$ cat src/rtl/mux_scan_collector.sv
// Scan collector for an 8:1 mux: steps the select code, samples the
// mux output per code and presents the recovered word on O0..O7.
module mux_scan_collector (
  input  logic clk,
  input  logic rst,
  input  logic din,
  input  logic start,
  input  logic we,
  input  logic A0,
  input  logic A1,
  input  logic A2,
  output logic S0,
  output logic S1,
  output logic S2,
  output logic O0,
  output logic O1,
  output logic O2,
  output logic O3,
  output logic O4,
  output logic O5,
  output logic O6,
  output logic O7,
  output logic busy,
  output logic valid
);

  typedef enum logic {
    IDLE,
    COLLECT
  } state_t;

  state_t     state;
  logic [2:0] cnt;
  logic [6:0] shadow;
  logic [7:0] o_q;
  logic [2:0] addr;
  logic [2:0] sel;

  assign addr = {A2, A1, A0};

  // Select follows the counter only while collecting
  always_comb begin
    sel  = 3'b000;
    busy = 1'b0;
    if (state == COLLECT) begin
      sel  = cnt;
      busy = 1'b1;
    end
  end

  assign S0 = sel[0];
  assign S1 = sel[1];
  assign S2 = sel[2];

  assign O0 = o_q[0];
  assign O1 = o_q[1];
  assign O2 = o_q[2];
  assign O3 = o_q[3];
  assign O4 = o_q[4];
  assign O5 = o_q[5];
  assign O6 = o_q[6];
  assign O7 = o_q[7];

  // Frame sequencer, shadow capture and output word update
  always_ff @(posedge clk or posedge rst) begin
    if (rst) begin
      state  <= IDLE;
      cnt    <= 3'd0;
      shadow <= 7'd0;
      o_q    <= 8'd0;
      valid  <= 1'b0;
    end else begin
      valid <= 1'b0;
      unique case (state)
        IDLE: begin
          if (start) begin
            state <= COLLECT;
            cnt   <= 3'd0;
          end else if (we) begin
            o_q[addr] <= din;
          end
        end
        COLLECT: begin
          if (cnt == 3'd7) begin
            o_q   <= {din, shadow};
            valid <= 1'b1;
            state <= IDLE;
            cnt   <= 3'd0;
          end else begin
            for (int i = 0; i < 7; i++) begin
              if (cnt == 3'(i)) shadow[i] <= din;
            end
            cnt <= cnt + 3'd1;
          end
        end
        default: state <= IDLE;
      endcase
    end
  end

endmodule
$ cat config.mk
export PLATFORM = sky130hd
export DESIGN_NAME = mux_scan_collector
export DESIGN_NICKNAME = d
export VERILOG_FILES = /design/src/rtl/mux_scan_collector.sv
export SDC_FILE = /design/constraint.sdc
export NUM_CORES = 1
export LEC_CHECK = 0
export CAP_MARGIN = 40
export CORE_AREA = 2 2 42 64
export DETAILED_ROUTE_END_ITERATION = 8
export DIE_AREA = 0 0 44 66
export PLACE_DENSITY = 0.79
export SLEW_MARGIN = 25
export SYNTH_ARGS = -nofsm -noshare
export SYNTH_HDL_FRONTEND = slang
export SYNTH_SLANG_ARGS = --single-unit
$ cat constraint.sdc
create_clock -name clk -period 2.5 [get_ports clk]
set_clock_uncertainty 0.05 [all_clocks]
set_input_delay 0.5 -clock clk [delete_from_list [all_inputs] [get_ports clk]]
set_output_delay 0.5 -clock clk [all_outputs]
set_load 0.03 [all_outputs]
==> summary.txt <==
Status
  • Status: completed

Global route
  • Initial antenna violation count: 0
  • Largest net degree at the start of global routing: 22
  • Vias in the first global route: 830
  • First-pass GRT wire length: 3.477 mm
  • GRT overflow: 0
  • Tot GR Track Use: 16.24%

Pwr
  • Static Leakage: 0.0006162 uW
  • Power Total: 1669 uW
  • VDD IR max: 0.6228 mV
  • Power Dens Cells: 1198 nW/um2

STA
  • Least-Margin Pin Slew: 0.3683 ns
  • Min Tclk post-route: 2.338 ns
  • Fmax: 0.4278 GHz
  • Max-slew violations: 0
  • RSZ-0062 raised after global routing: false
  • Post-Route Setup TNS: 0 ns
  • Slew headroom: 75.42%
  • Hold Vio Cnt, Final: 0
  • Final WS setup: 0.1624 ns
  • Final-report setup violation count: 0
  • Period utilization: 93.50%

Placement
  • Port-buffer cells: 20
  • Post-placement setup slack: 0.4375 ns
  • Placer Congestion: 0.8563
  • Number of placed cells counting well taps: 144
  • Dpl hpwl: 1.581 mm

Floorplan
  • Ports: 21
  • DIE AREA: 2904 um2
  • DIE HEIGHT: 66 um
  • Core ar.: 2367 um2
  • Initial Util: 48.47%
  • Core Rows: 22
  • Die X: 44 um

Yosys
  • Number of synthesized flops with an enable pin: 0
  • Top cells by area, synth: dfrtp_1 (44%), mux2_1 (15%), ha_1 (6.5%), o22ai_1 (4.4%), nand2_1 (3.9%)
  • Async SR Flop Fraction: 100.0%
  • Synth cell types: 26
  • Ys Warns: 0
  • Top cell type's share of synthesized area: 43.62%
  • Synth area leader: dfrtp_1
  • Ys flop type: dfrtp_1
  • Syn nets: 121
  • Synth Register Bits: 20
  • Top cells by count, synth: dfrtp_1 (20), mux2_1 (15), nand2_1 (12), o22ai_1 (8), ha_1 (6)
  • Cell area after synthesis: 1147 um2
  • Post-synthesis sequential area ratio: 43.62%
  • Most numerous cell in the Yosys netlist: dfrtp_1
  • Synth Area per Inst: 10.72 um2
  • Cells after synthesis: 107

Drt
  • DRT Wirelength: 2.084 mm
  • Vias: 858
  • DR vias/cell: 5.758
  • First-pass DRT Iterations: 4
  • WL per Instance: 13.99 um
  • First-iteration detailed-routing DRC count: 16
  • DR DRC count: 0
  • Antenna-violating nets left: 0

Worst setup path
  • Crit. End Element: output port
  • Slowest cell on the critical path: clkdlybuf4s50_1
  • Critical path's top delay family: buffers and inverters
  • Critical Path Start Type: flip-flop
  • Worst Path Required: 1.95 ns
  • WS Path Type: flip-flop to output port
  • CP max stage delay: 0.67 ns
  • Crit path cell chain: inv_1 -> nor2_1 -> clkdlybuf4s50_1
  • Worst Path Arrival: 1.79 ns
  • CP Max Fanout: 9
  • Bufs and invs on worst path: 2

Layout
  • Final Net Count: 140
  • Final antenna diode count: 0
  • Syn-to-layout area delta: 21.37%
  • Final Non-Filler Cells: 149
  • Share of layout cells above drive strength 1: 8.000%

CTS
  • Inserted Clock Buffers: 3
  • Clock Sinks: 20
  • Clk_lat worst skew: 0.30 ns
  • CTS root buf: clkbuf_4
  • H-tree depth: 1
  • Hold Buf Count CTS: 0
  • Clock transition at path regs: 0.11 ns
  • CTS tree: done
  • Post-cts sizing count: 0
  • Post CTS Setup Buffer Count: 0
  • Maximum root-to-sink buffer count: 2

Min path
  • HP Class: input pin to asynchronous set/reset pin

Job
  • Max-cap viol count: 0
-- path summary, 6_finish.rpt --
path                       cells after the start  slack, ns                    end          startpoint
max                                            3       0.16                     S2     state$_DFF_PP0_
min                                            2       0.39     o_q[2]$_DFFE_PP0P_                 rst
max reg2reg                                    5       0.58     o_q[4]$_DFFE_PP0P_  cnt[0]$_DFFE_PP0P_
min reg2reg                                    1       0.45     o_q[1]$_DFFE_PP0P_  o_q[1]$_DFFE_PP0P_
max in group asynchronous                      3       1.62  shadow[6]$_DFFE_PP0P_                 rst
min in group clk                               1       0.45     o_q[1]$_DFFE_PP0P_  o_q[1]$_DFFE_PP0P_
-- registers in the layout, indices dropped and copies added (netlist names) --
name,count
o_q,8
shadow,7
cnt,3
state,1
valid,1
-- power breakdown --
part	internal, uW	total [uW]	switching [uW]
Clock	88.9	183	94.5
Sequential	478	587	109
Combinational	417	899	482
Total	984	1670	685
-- layer usage --
layer / global-route usage, % / up-vias / part of all wire [%]
li1: - / 413 / -
met1: 17.27 / 415 / 41
met2: 27.94 / 22 / 50
met3: 1.639 / 8 / 4.3
met4: 12.88 / 0 / 4.5
met5: 0 / - / 0
-- layout make-up --
class                   count  area [um2]
inverters                   5       18.77
clock buffers               4       36.28
well taps                  24       30.03
repair buffers             22       222.7
fillers                   210       974.7
multi-input cells          74       584.3
flip-flops and latches     20       500.5
-- cell usage in the layout, fill, tap and decap left out --
cell type / n
o41ai_1: 2
nor2_1: 4
inv_1: 5
nor3b_4: 1
nand2_1: 12
clkbuf_8: 1
nor3b_1: 3
o21ai_0: 1
nand3_1: 3
nand2b_1: 3
and2_1: 1
mux2_1: 15
mux2_2: 2
a21o_1: 1
buf_8: 1
and3_1: 1
nor3b_2: 1
o22ai_1: 8
dfrtp_1: 20
clkbuf_4: 3
ha_1: 6
a22o_1: 1
nor3_1: 1
and3b_1: 3
and2b_1: 1
buf_4: 1
clkdlybuf4s50_1: 20
o31ai_1: 4
-- worst reg2reg max path, delay by kind of cell (launching register included) --
family | cells | cell delay, ns
AOI/OAI and AO/OA | 1 | 0.27
adders and majority gates | 2 | 0.46
DFF | 1 | 0.43
muxes | 1 | 0.34
and+or+nand+nor | 1 | 0.27
-- logic make-up after synthesis --
group,Yosys count,synth area share [%]
simple gates,34,17.34
compound gates,17,10.36
mux,17,16.68
flops,20,43.62
buf+inv,13,5.453
fa+ha+maj,6,6.543
-- metrics by stage --
step	utilization, %	cell area (um2)	hold slack [ns]
after floorplan	-	1147	0.4085
final	58.83	1393	0.3866
after global routing	58.83	1393	0.4281
after detailed placement	56.66	1341	0.4306
after CTS	58.19	1378	0.4564
after global placement	56.66	1341	0.4213
(Power assumes the default switching activity.)
